File: src/rtl/edge_detect_pkg.sv
// Shared definitions for the edge-detection pipeline: controller state
// encoding, default pixel depth and default position counter widths.
package edge_detect_pkg;

    localparam int P_PIXEL_DEPTH  = 24;
    localparam int P_DEF_COL_BITS = 10;
    localparam int P_DEF_ROW_BITS = 10;

    // Controller state encoding (kept as plain constants for legacy users)
    localparam logic [1:0] ST_IDLE   = 2'd0;
    localparam logic [1:0] ST_ACTIVE = 2'd1;
    localparam logic [1:0] ST_FLUSH  = 2'd2;
    localparam logic [1:0] ST_DONE   = 2'd3;

    // Position flags that travel with a pixel through a pipeline stage
    typedef struct packed {
        logic eol;
        logic eof;
    } pos_flags_t;

endpackage

File: src/rtl/pixel_position_counter.sv
// Column/row position counter with latched frame dimensions.
// The column wraps at width-1 and bumps the row; at the final pixel of the
// frame both counters freeze until the next clear. is_eol/is_eof describe the
// position of the pixel that would be counted by the next increment.
module pixel_position_counter
    import edge_detect_pkg::*;
#(
    parameter int P_COL_BITS = P_DEF_COL_BITS,
    parameter int P_ROW_BITS = P_DEF_ROW_BITS
) (
    input  logic                  I_CLK,
    input  logic                  I_RESET_N,
    input  logic                  I_CLEAR,
    input  logic                  I_LOAD,
    input  logic [P_COL_BITS-1:0] I_WIDTH,
    input  logic [P_ROW_BITS-1:0] I_HEIGHT,
    input  logic                  I_INC,
    output logic                  O_IS_EOL,
    output logic                  O_IS_EOF
);

    localparam logic [P_COL_BITS-1:0] C_COL_ZERO = {P_COL_BITS{1'b0}};
    localparam logic [P_COL_BITS-1:0] C_COL_ONE  = {{(P_COL_BITS-1){1'b0}}, 1'b1};
    localparam logic [P_ROW_BITS-1:0] C_ROW_ZERO = {P_ROW_BITS{1'b0}};
    localparam logic [P_ROW_BITS-1:0] C_ROW_ONE  = {{(P_ROW_BITS-1){1'b0}}, 1'b1};

    logic [P_COL_BITS-1:0] col_r;
    logic [P_ROW_BITS-1:0] row_r;
    logic [P_COL_BITS-1:0] width_r;
    logic [P_ROW_BITS-1:0] height_r;
    logic                  col_last_s;
    logic                  row_last_s;

    // Last-column / last-row decode; a zero dimension never matches
    always_comb begin
        col_last_s = (width_r  != C_COL_ZERO) && (col_r == (width_r  - C_COL_ONE));
        row_last_s = (height_r != C_ROW_ZERO) && (row_r == (height_r - C_ROW_ONE));
    end

    assign O_IS_EOL = col_last_s;
    assign O_IS_EOF = col_last_s & row_last_s;

    // Frame dimension latch
    always_ff @(posedge I_CLK or negedge I_RESET_N) begin
        if (!I_RESET_N) begin
            width_r  <= C_COL_ZERO;
            height_r <= C_ROW_ZERO;
        end else if (I_LOAD) begin
            width_r  <= I_WIDTH;
            height_r <= I_HEIGHT;
        end else begin
            width_r  <= width_r;
            height_r <= height_r;
        end
    end

    // Column/row position; freezes on the last pixel of the frame
    always_ff @(posedge I_CLK or negedge I_RESET_N) begin
        if (!I_RESET_N) begin
            col_r <= C_COL_ZERO;
            row_r <= C_ROW_ZERO;
        end else if (I_CLEAR) begin
            col_r <= C_COL_ZERO;
            row_r <= C_ROW_ZERO;
        end else if (I_INC && !(col_last_s && row_last_s)) begin
            if (col_last_s) begin
                col_r <= C_COL_ZERO;
                row_r <= row_r + C_ROW_ONE;
            end else begin
                col_r <= col_r + C_COL_ONE;
                row_r <= row_r;
            end
        end else begin
            col_r <= col_r;
            row_r <= row_r;
        end
    end

endmodule

File: src/rtl/grayscale_stream_ctrl.sv
// Frame sequencer for the grayscale colourspace stage. Drives the stage's
// enable so its single output register acts as a one-deep stallable pipeline
// stage, and emits end-of-line / end-of-frame flags aligned to its output.
module grayscale_stream_ctrl
    import edge_detect_pkg::*;
#(
    parameter int P_COL_BITS = P_DEF_COL_BITS,
    parameter int P_ROW_BITS = P_DEF_ROW_BITS
) (
    input  logic                  I_CLK,
    input  logic                  I_RESET_N,
    input  logic                  I_START,
    input  logic [P_COL_BITS-1:0] I_FRAME_WIDTH,
    input  logic [P_ROW_BITS-1:0] I_FRAME_HEIGHT,
    input  logic                  I_UP_VALID,
    output logic                  O_UP_READY,
    output logic                  O_GS_ENABLE,
    output logic                  O_DOWN_VALID,
    input  logic                  I_DOWN_READY,
    output logic                  O_DOWN_EOL,
    output logic                  O_DOWN_EOF,
    output logic                  O_BUSY,
    output logic                  O_DONE
);

    logic [1:0]  state_r;
    logic [1:0]  state_nxt_s;
    logic        q_valid_r;
    pos_flags_t  flags_r;
    logic        done_r;

    logic        advance_s;
    logic        up_ready_s;
    logic        accept_s;
    logic        start_ok_s;
    logic        dims_ok_s;
    logic        is_eol_s;
    logic        is_eof_s;
    logic        last_consumed_s;

    // Handshake decode: the stage may load whenever it is empty or draining
    always_comb begin
        advance_s       = ~q_valid_r | I_DOWN_READY;
        up_ready_s      = advance_s & (state_r == ST_ACTIVE);
        accept_s        = I_UP_VALID & up_ready_s;
        start_ok_s      = I_START & (state_r == ST_IDLE);
        dims_ok_s       = (I_FRAME_WIDTH  != {P_COL_BITS{1'b0}}) &&
                          (I_FRAME_HEIGHT != {P_ROW_BITS{1'b0}});
        last_consumed_s = q_valid_r & flags_r.eof & I_DOWN_READY;
    end

    // Next-state logic for the frame sequencer
    always_comb begin
        state_nxt_s = state_r;
        case (state_r)
            ST_IDLE: begin
                if (I_START) begin
                    state_nxt_s = dims_ok_s ? ST_ACTIVE : ST_DONE;
                end else begin
                    state_nxt_s = ST_IDLE;
                end
            end
            ST_ACTIVE: begin
                if (accept_s && is_eof_s) begin
                    state_nxt_s = ST_FLUSH;
                end else begin
                    state_nxt_s = ST_ACTIVE;
                end
            end
            ST_FLUSH: begin
                if (last_consumed_s) begin
                    state_nxt_s = ST_DONE;
                end else begin
                    state_nxt_s = ST_FLUSH;
                end
            end
            ST_DONE: begin
                state_nxt_s = ST_IDLE;
            end
            default: begin
                state_nxt_s = ST_IDLE;
            end
        endcase
    end

    // State register and done pulse (high exactly while in DONE)
    always_ff @(posedge I_CLK or negedge I_RESET_N) begin
        if (!I_RESET_N) begin
            state_r <= ST_IDLE;
            done_r  <= 1'b0;
        end else begin
            state_r <= state_nxt_s;
            done_r  <= (state_nxt_s == ST_DONE);
        end
    end

    // Output stage: loads the accepted pixel's valid and position flags, holds on stall
    always_ff @(posedge I_CLK or negedge I_RESET_N) begin
        if (!I_RESET_N) begin
            q_valid_r   <= 1'b0;
            flags_r.eol <= 1'b0;
            flags_r.eof <= 1'b0;
        end else if (advance_s) begin
            q_valid_r   <= accept_s;
            flags_r.eol <= accept_s & is_eol_s;
            flags_r.eof <= accept_s & is_eof_s;
        end else begin
            q_valid_r   <= q_valid_r;
            flags_r     <= flags_r;
        end
    end

    pixel_position_counter #(
        .P_COL_BITS (P_COL_BITS),
        .P_ROW_BITS (P_ROW_BITS)
    ) u_pos (
        .I_CLK     (I_CLK),
        .I_RESET_N (I_RESET_N),
        .I_CLEAR   (start_ok_s),
        .I_LOAD    (start_ok_s),
        .I_WIDTH   (I_FRAME_WIDTH),
        .I_HEIGHT  (I_FRAME_HEIGHT),
        .I_INC     (accept_s),
        .O_IS_EOL  (is_eol_s),
        .O_IS_EOF  (is_eof_s)
    );

    assign O_GS_ENABLE  = advance_s;
    assign O_UP_READY   = up_ready_s;
    assign O_DOWN_VALID = q_valid_r;
    assign O_DOWN_EOL   = flags_r.eol;
    assign O_DOWN_EOF   = flags_r.eof;
    assign O_BUSY       = (state_r != ST_IDLE);
    assign O_DONE       = done_r;

endmodule

File: config.mk
export PLATFORM = sky130hd
export DESIGN_NAME = grayscale_stream_ctrl
export DESIGN_NICKNAME = d
export VERILOG_FILES = /design/src/rtl/edge_detect_pkg.sv /design/src/rtl/pixel_position_counter.sv /design/src/rtl/grayscale_stream_ctrl.sv
export SDC_FILE = /design/constraint.sdc
export NUM_CORES = 1
export LEC_CHECK = 0
export ABC_AREA = 1
export BUFFER_PORTS_ARGS = -buffer_cell sky130_fd_sc_hd__buf_4
export CORE_UTILIZATION = 55
export CTS_CLUSTER_DIAMETER = 200
export DETAILED_ROUTE_END_ITERATION = 10
export GPL_TIMING_DRIVEN = 0
export PLACE_DENSITY_LB_ADDON = 0.25
export SYNTH_ARGS = -nofsm -noshare
export SYNTH_HDL_FRONTEND = slang
export SYNTH_HIERARCHICAL = 1
export SYNTH_SLANG_ARGS = --single-unit
File: constraint.sdc
create_clock -name I_CLK -period 2.7 [get_ports I_CLK]
set_input_delay 0.135 -clock I_CLK [delete_from_list [all_inputs] [get_ports I_CLK]]
set_output_delay 0.135 -clock I_CLK [all_outputs]
set_load 0.02 [all_outputs]
### Yosys cells after proc, flatten, opt, wreduce, memory -nomap -nowiden

Cells that the tools add are included.

| word-level totals | value |
|---|---|
| register bits | 46 |
| input bits | 25 |
| word-level logic and storage cells | 56 |

| cells by class | value |
|---|---|
| add/sub/neg operators | 4 |
| equal/unequal tests | 6 |
| multiplexer cells | 11 |
| bitwise gates (word level) | 10 |
| reductions and logical operators | 16 |

Operator list:

| kind | number |
|---|---|
| $mux W10 | 6 |
| $reduce_bool A10 Y1 | 4 |
| $add A10 B1 Y10 const B | 2 |
| $eq A10 B10 Y1 | 2 |
| $sub A10 B1 Y10 const B | 2 |
| $and A1 B1 Y1 | 8 |
| $pmux W2 S4 | 1 |
| $eq A2 B2 Y1 const B | 3 |
| $logic_and A1 B1 Y1 | 6 |
| $mux W2 | 3 |
| $reduce_bool A2 Y1 | 3 |
| $eq A2 B1 Y1 const B | 1 |
| $logic_not A2 Y1 | 1 |
| $reduce_and A2 Y1 | 1 |
| $logic_not A1 Y1 | 1 |
| $mux W1 | 1 |
| $not A1 Y1 | 1 |
| $or A1 B1 Y1 | 1 |

### Logic depth before layout (Yosys ltp)

Gate-level depths: netlist of the first run.

| depth | value |
|---|---|
| depth in word-level cells | 8 |
| depth in mapped cells | 16 |
| depth with buffers taken out | 16 |

### By module

The synthesis of the first run kept the hierarchy.

By module, submodules not included:

| module | times used | cells an instance | area an instance (um^2) | sequential area each (um^2) |
|---|---|---|---|---|
| pixel_position_counter | 1 | 431 | 3,011.6 | 1,001.0 |
| grayscale_stream_ctrl | 1 | 54 | 394.1 | 150.1 |

### Least setup slack after synthesis of the first run

Ideal clock, no wire load.

| timing path | value |
|---|---|
| kind | flip-flop to flip-flop |
| start | reg u_pos.width_r[0] |
| end | reg u_pos.col_r[2] |
| arrival time | 1.814 ns |
| required time | 2.580 ns |
| slack | 0.766 ns |
| cell stages (with the launch flop) | 16 |
| clock period less this slack | 1.934 ns |
| path through | dfrtp_1 inv_2 ha_1 nand2_1 inv_1 nor2_1 nand3_1 nor2_1 nand2_1 nor2_4 nand3_4 nor2_8 nor2_8 buf_8 nand4_1 nand2_1 |

| between the ends | value |
|---|---|
| cells in the longest elaborated chain, start to end | 7 |

Ends and longest elaborated chain:

| item | line | text |
|---|---|---|
| from (decl) | pixel_position_counter.sv:29 | `logic [P_COL_BITS-1:0] width_r;` |
| from (signal assigned) | pixel_position_counter.sv:52 | `width_r <= width_r;` |
| $sub A10 B1 Y10 | pixel_position_counter.sv:36 | `col_last_s = (width_r != C_COL_ZERO) && (col_r == (width_r - C_COL_ONE));` |
| $eq A10 B10 Y1 | pixel_position_counter.sv:36 |  |
| $logic_and A1 B1 Y1 (*) | pixel_position_counter.sv:36 |  |
| $logic_and A1 B1 Y1 | pixel_position_counter.sv:65 | `end else if (I_INC && !(col_last_s && row_last_s)) begin` |
| $logic_not A1 Y1 | pixel_position_counter.sv:65 |  |
| $logic_and A1 B1 Y1 | pixel_position_counter.sv:65 |  |
| $reduce_bool A2 Y1 (no source line) | - |  |
| to (signal assigned) | pixel_position_counter.sv:70 | `col_r <= col_r + C_COL_ONE;` |
| to (signal assigned) | pixel_position_counter.sv:74 | `col_r <= col_r;` |
| to (decl) | pixel_position_counter.sv:27 | `logic [P_COL_BITS-1:0] col_r;` |

Mark *: on every way between the ends. The rest lies on a longest branch, timed or not. The select of a mux whose other input is x is not followed.
A chain may end at the register's enable or synchronous reset.

### Final worst setup path of the first run

| timing path | value |
|---|---|
| start | reg u_pos.width_r[0] |
| end | reg u_pos.col_r[3] |

The elaborated chain is that of the path after synthesis.

==> flow_summary.json, run 1 <==
{
  "syn_area_um2": 3410,
  "synth_top_area_share_pct": 33.8,
  "grt.total_usage_pct": 26.6,
  "multi_input_area_um2": 1930,
  "viasPerCell": 5.14,
  "cts_tree": "done",
  "antenna_found_initial": 0,
  "worst_slack_ns": 0.516,
  "seqPwrFrac_pct": 48.7,
  "dp_slack_ns": 0.529,
  "internal_power_w": 0.00113,
  "dieArea_um2": 6510,
  "skew_ns": 0.00589,
  "design.core.area_um2": 5960,
  "routed-via-count": 3086,
  "crit_path_max_fanout": 10,
  "yosys_warnings": 6,
  "io_buffer_count": 31,
  "die_h_um": 80.7,
  "register_area_um2": 1150,
  "worstPathArrival_ns": 2.38,
  "worstMarginPinSlew_ns": 0.592,
  "totalWireLength_um": 7700,
  "clk_latency_ns": 0.30,
  "synth_ff_type": "dfrtp_1",
  "grt_pass1_vias": 3141,
  "cap_violations": 0,
  "numCtsBuffers": 5,
  "drive_gt1_share_pct": 18.3,
  "power_density_nw_per_um2": 422,
  "outcome": "complete, no violations",
  "grt_max_degree": 47,
  "seq_area_frac_synth_pct": 33.8,
  "total_power_w": 0.00162,
  "switching_share_pct": 30.4,
  "leakagePower_nw": 1.91,
  "syn_to_final_growth_pct": 13.0,
  "grt_overflow": 0,
  "hpwl_um": 5850,
  "relSlewSlack_pct": 60.5,
  "layout_min_cycle_time_ns": 2.18,
  "yosys.area.top_type": "dfrtp_1",
  "fill_cells": 576,
  "hold_viol": 0,
  "setup_viol": 0,
  "synth_nets": 515,
  "ctsHtreeMaxLevel": 2,
  "synth-edff-count": 0,
  "avgRoutedWirePerCell_um": 12.8,
  "syn_avg_cell_area_um2": 7.02,
  "hold_depth": 3,
  "ys_ff_latch": 46,
  "rows": 28,
  "drtAntennaViolNets": 0,
  "drtIter0Drc": 114,
  "ir_drop_mv": 0.277,
  "syn_inst": 485,
  "max_freq_mhz": 458,
  "place_congestion": 0.854,
  "async_flop_share_pct": 100,
  "cts_buffer_depth": 2,
  "crit_path_start_kind": "flip-flop",
  "fin_crit_sh_pct": 80.9,
  "rsz0062_at_grt": "false",
  "start_util_pct": 57.2,
  "clk_pin_slew_ns": 0.09,
  "hold_class": "primary input to flip-flop",
  "root_buffer": "clkbuf_8",
  "tns_ns": 0,
  "nNetsFinal": 554,
  "ios": 32,
  "required_ns": 2.89,
  "pwr-share-comb_pct": 19.6,
  "whs_ns": 0.0390,
  "synth.distinct_cells": 37,
  "firstDrtPassIters": 5,
  "post-cts-setup-buffer-count": 0,
  "cp-end-kind": "flip-flop",
  "p_sw_w": 0.000493,
  "rr_worst_depth": 15,
  "clkPwrFrac_pct": 31.7,
  "n_antenna_cell": 0,
  "slew_viol_final": 0,
  "die_w_um": 80.7,
  "worstSetupPathType": "flip-flop to flip-flop",
  "ys_top_cells_by_area": "dfrtp_1 (34%), nand2_1 (16%), inv_1 (5.7%)",
  "clock_sinks": 46,
  "grt_pass1_wl_um": 13300,
  "drc": 0
}
[state kept, by name, summed over array words and instances (netlist names)]
register / count
O_DONE: 1
O_DOWN_EOF: 1
O_DOWN_EOL: 1
O_DOWN_VALID: 1
state_r: 2
u_pos/col_r: 10
u_pos/height_r: 10
u_pos/row_r: 10
u_pos/width_r: 10
[per-stage QoR]
stage / util [%] / area [µm²] / std cells
5_1_grt: 64.6 / 3850 / 600
6_report: 64.6 / 3850 / 600
4_1_cts: 64.6 / 3850 / 600
3_5_place_dp: 62.7 / 3730 / 591
3_3_place_gp: 62.7 / 3730 / 591
2_1_floorplan: - / 3410 / 485
[cell usage in the layout, fill, tap and decap left out, types with 2 or more instances in the layout]
cell type	instances
buf_2	3
nor3_1	7
a21oi_1	2
inv_2	15
nand3_1	22
dfrtp_1	46
inv_1	52
nand3_2	3
nand2_1	149
nor2_8	3
clkbuf_1	8
nor2_1	46
nor2_4	5
nand3_4	4
and2_1	2
xor2_1	19
ha_1	5
xnor2_1	8
nor2_2	12
or2_0	2
o21ai_1	9
nand4_1	21
clkinv_1	3
buf_4	32
clkbuf_8	5
nand2_2	7
o21ai_0	22
[synthesized netlist by cell type (6+ instances only)]
| master | instances |
|---|---|
| inv_1 | 52 |
| nor3_1 | 7 |
| nand4_1 | 21 |
| dfrtp_1 | 46 |
| nand2_2 | 7 |
| nor2_2 | 12 |
| o21ai_1 | 9 |
| xor2_1 | 19 |
| nand3_1 | 22 |
| nand2_1 | 149 |
| nor2_1 | 46 |
| o21ai_0 | 22 |
| xnor2_1 | 8 |
| clkbuf_1 | 6 |
| inv_2 | 15 |
[power groups by stage]
stage | clock (W) | combinational, W | sequential [W]
after floorplan | 0 | 0.000215 | 0.000782
after global placement | 0 | 0.000296 | 0.000801
after detailed placement | 0 | 0.000312 | 0.000803
after CTS | 0.000530 | 0.000316 | 0.000790
after global routing | 0.000557 | 0.000365 | 0.000797
final | 0.000514 | 0.000318 | 0.000791
[metal layers]
metal	routed length, µm	vias to the layer above	GRT usage [%]	share of wire [%]
li1	-	1585	-	-
met1	3250	1433	29.0	42
met2	4030	54	50.3	52
met3	223	14	3.98	2.9
met4	194	0	11.6	2.5
met5	0	-	0	0
[cell type report]
cell class                 count  area share (%)
buffer                        11            1.56
multi-input combinational    357            50.0
clock buffer                   7            1.98
timing repair buffer          32            6.31
inverter                      71            6.99
sequential                    46            29.9
tap                           75            2.44
clock inverter                 1           0.780
[critical path: stages (launching register included)]
cell and delay (ns):
dfrtp_1 0.41, inv_2 0.07, ha_1 0.30, nand2_1 0.06
inv_1 0.04, nor2_1 0.11, nand3_1 0.09, nor2_1 0.11
nand2_1 0.09, nor2_4 0.13, nand3_4 0.13, nor2_8 0.15
nor2_8 0.08, buf_8 0.15, nand4_1 0.08, nand2_1 0.06
[worst paths after layout]
check                                                   from                           end  slack (ns)
max in group asynchronous                          I_RESET_N      O_DOWN_VALID$_DFFE_PN0N_        1.92
worst max-delay path            u_pos/width_r[0]$_DFFE_PN0P_    u_pos/col_r[3]$_DFFE_PN0P_        0.52
worst min register to register        O_DOWN_EOL$_DFFE_PN0N_        O_DOWN_EOL$_DFFE_PN0N_        0.53
worst max register to register  u_pos/width_r[0]$_DFFE_PN0P_    u_pos/col_r[3]$_DFFE_PN0P_        0.52
min in group asynchronous                          I_RESET_N  u_pos/width_r[6]$_DFFE_PN0P_        0.38
worst min-delay path                        I_FRAME_WIDTH[0]  u_pos/width_r[0]$_DFFE_PN0P_        0.04
[kinds of logic after synthesis]
| group | after synthesis | synth area share (%) |
|---|---|---|
| and+or+nand+nor | 286 | 40.8 |
| buffers and inverters | 82 | 9.66 |
| DFF | 46 | 33.8 |
| AOI/OAI and AO/OA | 37 | 6.17 |
| xor gates and xnor gates | 28 | 7.42 |
| adders and majority gates | 5 | 1.84 |
| muxes | 1 | 0.331 |
[timing repair]
item	CTS	global route
setup endpoints to repair	0	0
hold buffers	1	0
hold endpoints to repair	46	0
gates resized for setup	0	0
Note: power is estimated with default switching activity, not from simulation.
==> inputs of run 2 (changes only) <==
ABC_AREA = 0   (was 1)
CORE_UTILIZATION = 53   (was 55)
clock period = 1.8 ns   (was 2.7 ns; I/O delays follow)
==> run 2 against run 1 <==
The flow now finishes with violations (setup timing). Non-clock buffer count up 26. Sequential cell count unchanged. Die area down 9.2%. Core utilization up 11 points. Synthesized cell count down 37%. Hold slack worse by 0.029 ns. Area after synthesis down 13%. Fmax down 28%. Critical path type unchanged. Critical endpoint is now u_pos/col_r[0]$_DFFE_PN0P_. Largest power group unchanged.
==> flow_summary.json, run 2 <==
{
  "outcome": "finished, violations left",
  "violations": "setup timing",
  "cts_buffer_depth": 2,
  "rsz0062_at_grt": "true",
  "synth_top_area_share_pct": 38.7,
  "synth-edff-count": 0,
  "syn_area_um2": 2970,
  "p_sw_w": 0.000884,
  "syn_to_final_growth_pct": 33.0,
  "power_density_nw_per_um2": 706,
  "clkPwrFrac_pct": 28.7,
  "worst_slack_ns": -1.24,
  "clk_pin_slew_ns": 0.09,
  "cp-end-kind": "flip-flop",
  "drtIter0Drc": 356,
  "path_cells": "buf_6 -> or4_4 -> o41ai_4 -> a211oi_4 -> or4_4 -> o41ai_4 -> buf_6 -> and2_4 -> mux2_4",
  "yosysMostFrequentCell": "dfrtp_1",
  "numCtsBuffers": 5,
  "tns_ns": -28.37,
  "cap_violations": 0,
  "cp_slowest_cell": "or4_4",
  "max_stage_delay_ns": 0.56,
  "max_freq_mhz": 329,
  "async_flop_share_pct": 100,
  "die_h_um": 76.9,
  "grt_max_degree": 47,
  "skew_ns": 0.0118,
  "grt_pass1_wl_um": 12800,
  "drtAntennaViolNets": 0,
  "hpwl_um": 4920,
  "routed-via-count": 2786,
  "yosys.area.top_type": "dfrtp_1",
  "clk_latency_ns": 0.31,
  "hold_class": "primary input to flip-flop",
  "ctsHtreeMaxLevel": 2,
  "dieArea_um2": 5910,
  "syn_inst": 306,
  "design.core.area_um2": 5240,
  "worst-path-buf-inv": 2,
  "start_util_pct": 56.8,
  "synth_nets": 336,
  "place_congestion": 0.875,
  "clock_sinks": 46,
  "synth_ff_type": "dfrtp_1",
  "grt.total_usage_pct": 27.5,
  "yosys_warnings": 6,
  "n_antenna_cell": 0,
  "drc": 0,
  "final_common_cell": "buf_4",
  "io_buffer_count": 31,
  "worstMarginPinSlew_ns": 0.581,
  "avgRoutedWirePerCell_um": 17.9,
  "dpl-instance-area_um2": 3390,
  "syn_avg_cell_area_um2": 9.72,
  "seqPwrFrac_pct": 44.7,
  "drive_gt1_share_pct": 43.4,
  "setup_viol": 25,
  "switching_share_pct": 31.7,
  "internal_power_w": 0.00191,
  "cts_tree": "done",
  "slew_viol_final": 0,
  "ios": 32,
  "pwr-share-comb_pct": 26.7,
  "final_cell_mix": "buf_4 (52), dfrtp_1 (44), nor2_1 (21), mux2_2 (20), nand2_1 (17)",
  "leakagePower_nw": 1.71,
  "synth.distinct_cells": 61,
  "totalWireLength_um": 7880,
  "worstPathArrival_ns": 3.30,
  "layout_min_cycle_time_ns": 3.04,
  "ys_top_cells_by_count": "dfrtp_1 (46), nor2_1 (23), mux2_2 (21)",
  "worstSetupPathType": "flip-flop to flip-flop",
  "dp_slack_ns": -1.24,
  "grt_overflow": 0,
  "crit_path_start_kind": "flip-flop",
  "root_buffer": "clkbuf_8",
  "ir_drop_mv": 0.570,
  "crit_path_max_fanout": 5,
  "ys_top_cells_by_area": "dfrtp_1 (39%), mux2_2 (8.0%), xor2_1 (3.5%)",
  "grt_pass1_vias": 2605,
  "required_ns": 2.06,
  "viasPerCell": 6.32,
  "firstDrtPassIters": 5,
  "rows": 26,
  "fin_crit_sh_pct": 169,
  "finalInstanceArea_um2": 3950,
  "ys_ff_latch": 46,
  "antenna_found_initial": 0,
  "path_delay_family": "simple AND/OR/NAND/NOR gates",
  "hold_viol": 0,
  "nNetsFinal": 401,
  "die_w_um": 76.9,
  "relSlewSlack_pct": 61.3,
  "seq_area_frac_synth_pct": 38.7
}
run 2: tightest hold or removal path: stages:
cell and delay [ns]:
buf_4 0.09, nand2_1 0.04, o21ai_0 0.05
run 2: per-stage QoR:
stage                     std cells  power (W)  hold slack [ns]  util, %
after global routing            441    0.00293           0.0146     75.5
after global placement          407    0.00180            0.132     64.7
after detailed placement        407    0.00183            0.131     64.7
after CTS                       436    0.00270          0.00235     72.6
final                           441    0.00279          0.00987     75.5
after floorplan                 306    0.00163           -0.206        -
run 2: cell type report:
class | count | area [µm²]
flip-flops and latches | 46 | 1150
repair buffers | 58 | 454
well taps | 70 | 87.6
inverters | 10 | 40.0
fillers | 350 | 1280
clock buffers | 6 | 82.6
plain buffers | 11 | 72.6
multi-input cells | 239 | 2030
clock inverters | 1 | 30.0
run 2: routing by layer:
| layer | track usage, % | wire (µm) | vias up |
|---|---|---|---|
| met5 | 0 | 0 | - |
| met4 | 9.81 | 253 | 0 |
| met3 | 4.88 | 560 | 35 |
| met2 | 43.8 | 3810 | 127 |
| met1 | 37.3 | 3260 | 1354 |
| li1 | - | - | 1270 |
run 2: final timing paths:
kind / start / to / slack, ns / depth (start not counted)
worst max-delay path: u_pos/width_r[1]$_DFFE_PN0P_ / u_pos/col_r[0]$_DFFE_PN0P_ / -1.24 / 9
worst min-delay path: I_FRAME_WIDTH[9] / u_pos/width_r[9]$_DFFE_PN0P_ / 0.01 / 3
worst max register to register: u_pos/width_r[1]$_DFFE_PN0P_ / u_pos/col_r[0]$_DFFE_PN0P_ / -1.24 / 9
worst min register to register: O_DOWN_EOL$_DFFE_PN0N_ / O_DOWN_EOL$_DFFE_PN0N_ / 0.54 / 1
max in group asynchronous: I_RESET_N / u_pos/width_r[6]$_DFFE_PN0P_ / 1.04 / 2
min in group asynchronous: I_RESET_N / u_pos/height_r[4]$_DFFE_PN0P_ / 0.33 / 2
run 2: power groups by stage:
stage	registers, W	logic [W]	clock network, W
2_1_floorplan	0.00122	0.000413	0
3_3_place_gp	0.00125	0.000547	0
3_5_place_dp	0.00126	0.000570	0
4_1_cts	0.00123	0.000660	0.000809
5_1_grt	0.00126	0.000814	0.000855
6_report	0.00125	0.000745	0.000800
run 2: timing repair:
action,4_1_cts,5_1_grt
resized for setup,29,32
hold endpoints to repair,48,0
cloned,1,0
hold buffers,3,0
setup endpoints to repair,39,38
pin swaps,22,16
buffers inserted,18,5
run 2: cells by family after synthesis:
logic type	synth area share [%]
AOI/OAI and AO/OA	14.6
xor gates and xnor gates	6.19
adders and majority gates	2.10
buffers and inverters	3.20
DFF	38.7
muxes	8.96
and+or+nand+nor	26.2
==> inputs of run 3 (changes only) <==
CORE_UTILIZATION = 55   (was 53)
SKIP_LAST_GASP = 1   (was unset)
clock period = 3.9 ns   (was 1.8 ns; I/O delays follow)
==> run 3 against run 2 <==
Worst setup slack gained 1.8 ns. Largest cell class unchanged. Highest routed layer unchanged. Power fell by 55%. Die area is 3.5% lower. Non-clock buffer count fell by 26. Sequential cell count did not move. The run now ends clean.
==> flow_summary.json, run 3 (synthesis results as in run 2) <==
{
  "slew_viol_final": 0,
  "final_cell_mix": "dfrtp_1 (46), buf_4 (31), nor2_1 (23), mux2_2 (21), nand2_1 (17)",
  "worst-path-buf-inv": 1,
  "outcome": "complete, no violations",
  "grt_max_degree": 47,
  "cts_tree": "done",
  "final_common_cell": "dfrtp_1",
  "cap_violations": 0,
  "leakagePower_nw": 1.51,
  "rows": 26,
  "internal_power_w": 0.000907,
  "start_util_pct": 57.5,
  "cp-end-kind": "flip-flop",
  "seqPwrFrac_pct": 45.5,
  "finalInstanceArea_um2": 3450,
  "r2r-start": "u_pos/height_r[0]$_DFFE_PN0P_",
  "path_delay_family": "simple AND/OR/NAND/NOR gates",
  "cts_buffer_depth": 2,
  "hold_viol": 0,
  "worst_slack_ns": 0.539,
  "drtIter0Drc": 151,
  "root_buffer": "clkbuf_8",
  "clock_sinks": 46,
  "power_density_nw_per_um2": 364,
  "p_sw_w": 0.000347,
  "totalWireLength_um": 6440,
  "ios": 32,
  "dp_slack_ns": 0.632,
  "clkPwrFrac_pct": 34.1,
  "max_freq_mhz": 298,
  "grt_overflow": 0,
  "critical_path_depth": 10,
  "cp_slowest_cell": "or4_4",
  "ir_drop_mv": 0.176,
  "syn_to_final_growth_pct": 15.9,
  "drc": 0,
  "path_cells": "inv_1 -> ha_1 -> or3b_1 -> o31a_1 -> a211o_1 -> or4_4 -> nor4_1 -> and3_4 -> o22ai_2 -> and2_1",
  "setup_viol": 0,
  "crit_path_start_kind": "flip-flop",
  "required_ns": 4.09,
  "max_stage_delay_ns": 0.56,
  "nNetsFinal": 375,
  "grt_pass1_wl_um": 10400,
  "r2r_setup_slack_ns": 0.54,
  "crit_path_max_fanout": 5,
  "routed-via-count": 2496,
  "worstMarginPinSlew_ns": 0.782,
  "skew_ns": 0.00389,
  "switching_share_pct": 27.7,
  "instances_no_fill": 416,
  "worstPathArrival_ns": 3.55,
  "design.core.area_um2": 5170,
  "viasPerCell": 6.00,
  "grt.total_usage_pct": 24.1,
  "avgRoutedWirePerCell_um": 15.5,
  "fin_crit_sh_pct": 86.2,
  "firstDrtPassIters": 4,
  "cp-startpoint": "u_pos/height_r[0]$_DFFE_PN0P_",
  "r2r_end": "O_DONE$_DFF_PN0_",
  "worstSetupPathType": "flip-flop to flip-flop",
  "tns_ns": 0,
  "antenna_found_initial": 0,
  "ctsHtreeMaxLevel": 2,
  "post-place-cells": 407,
  "grt_pass1_vias": 2304,
  "clk_latency_ns": 0.29,
  "dieArea_um2": 5700,
  "pwr-share-comb_pct": 20.3,
  "drtAntennaViolNets": 0,
  "hold_start": "I_FRAME_WIDTH[0]",
  "hold_depth": 3,
  "n_antenna_cell": 0,
  "drive_gt1_share_pct": 27.2,
  "place_congestion": 0.826,
  "rsz0062_at_grt": "false",
  "die_w_um": 75.5,
  "die_h_um": 75.5,
  "hpwl_um": 4670,
  "dpl-instance-area_um2": 3290,
  "rr_worst_depth": 10,
  "io_buffer_count": 31,
  "numCtsBuffers": 5,
  "total_power_w": 0.00125,
  "relSlewSlack_pct": 47.6,
  "worstHoldEndpoint": "u_pos/width_r[0]$_DFFE_PN0P_",
  "clk_pin_slew_ns": 0.08,
  "hold_class": "primary input to flip-flop",
  "layout_min_cycle_time_ns": 3.36
}
## run 3: metrics by stage
stage               hold WS (ns)  utilization (%)
floorplan                 -0.101                -
global placement           0.239             63.7
detailed placement         0.246             63.7
CTS                        0.116             66.6
global route               0.118             66.6
finish                     0.121             66.6
## run 3: per-layer routing
layer  global-route usage [%]  share of wire, %  wire [µm]
met3                     3.97               5.7        369
met2                     39.0                47       3000
met4                     5.56              0.67         43
met5                        0                 0          0
met1                     33.9                47       3030
## run 3: timing repair
| item | in CTS | in global routing |
|---|---|---|
| hold buffers | 1 | 0 |
| gates resized for setup | 0 | 0 |
| buffers inserted | 0 | 0 |
| hold endpoints to repair | 46 | 0 |
## run 3: layout make-up
| type | count | area (µm²) |
|---|---|---|
| well taps | 70 | 87.6 |
| inverters | 10 | 37.5 |
| multi-input cells | 239 | 1730 |
| repair buffers | 32 | 243 |
| fillers | 435 | 1730 |
| clock buffers | 6 | 82.6 |
| plain buffers | 11 | 57.6 |
| clock inverters | 2 | 60.1 |
| flip-flops and latches | 46 | 1150 |
## run 3: how the worst max path moves through the flow
stage                            endpoint  slack [ns]
2_1_floorplan  u_pos/col_r[0]$_DFFE_PN0P_        0.93
3_3_place_gp   u_pos/row_r[4]$_DFFE_PN0P_        0.63
3_5_place_dp   u_pos/row_r[4]$_DFFE_PN0P_        0.63
4_1_cts        u_pos/row_r[4]$_DFFE_PN0P_        0.56
5_1_grt        u_pos/row_r[4]$_DFFE_PN0P_        0.34
6_report                 O_DONE$_DFF_PN0_        0.54
## run 3: power by group through the flow
| stage | clock network (W) | registers, W | logic [W] |
|---|---|---|---|
| after CTS | 0.000438 | 0.000569 | 0.000252 |
| after detailed placement | 0 | 0.000578 | 0.000249 |
| final | 0.000428 | 0.000570 | 0.000255 |
| after global placement | 0 | 0.000575 | 0.000241 |
| after global routing | 0.000457 | 0.000575 | 0.000287 |
| after floorplan | 0 | 0.000563 | 0.000177 |
## run 3: worst reg2reg max path: cells and delay by family, from the launching register on
| kind | cells | cell delay [ns] |
|---|---|---|
| and+or+nand+nor | 5 | 1.87 |
| adders and majority gates | 1 | 0.20 |
| DFF | 1 | 0.43 |
| buffers and inverters | 1 | 0.11 |
| AOI/OAI and AO/OA | 3 | 0.65 |
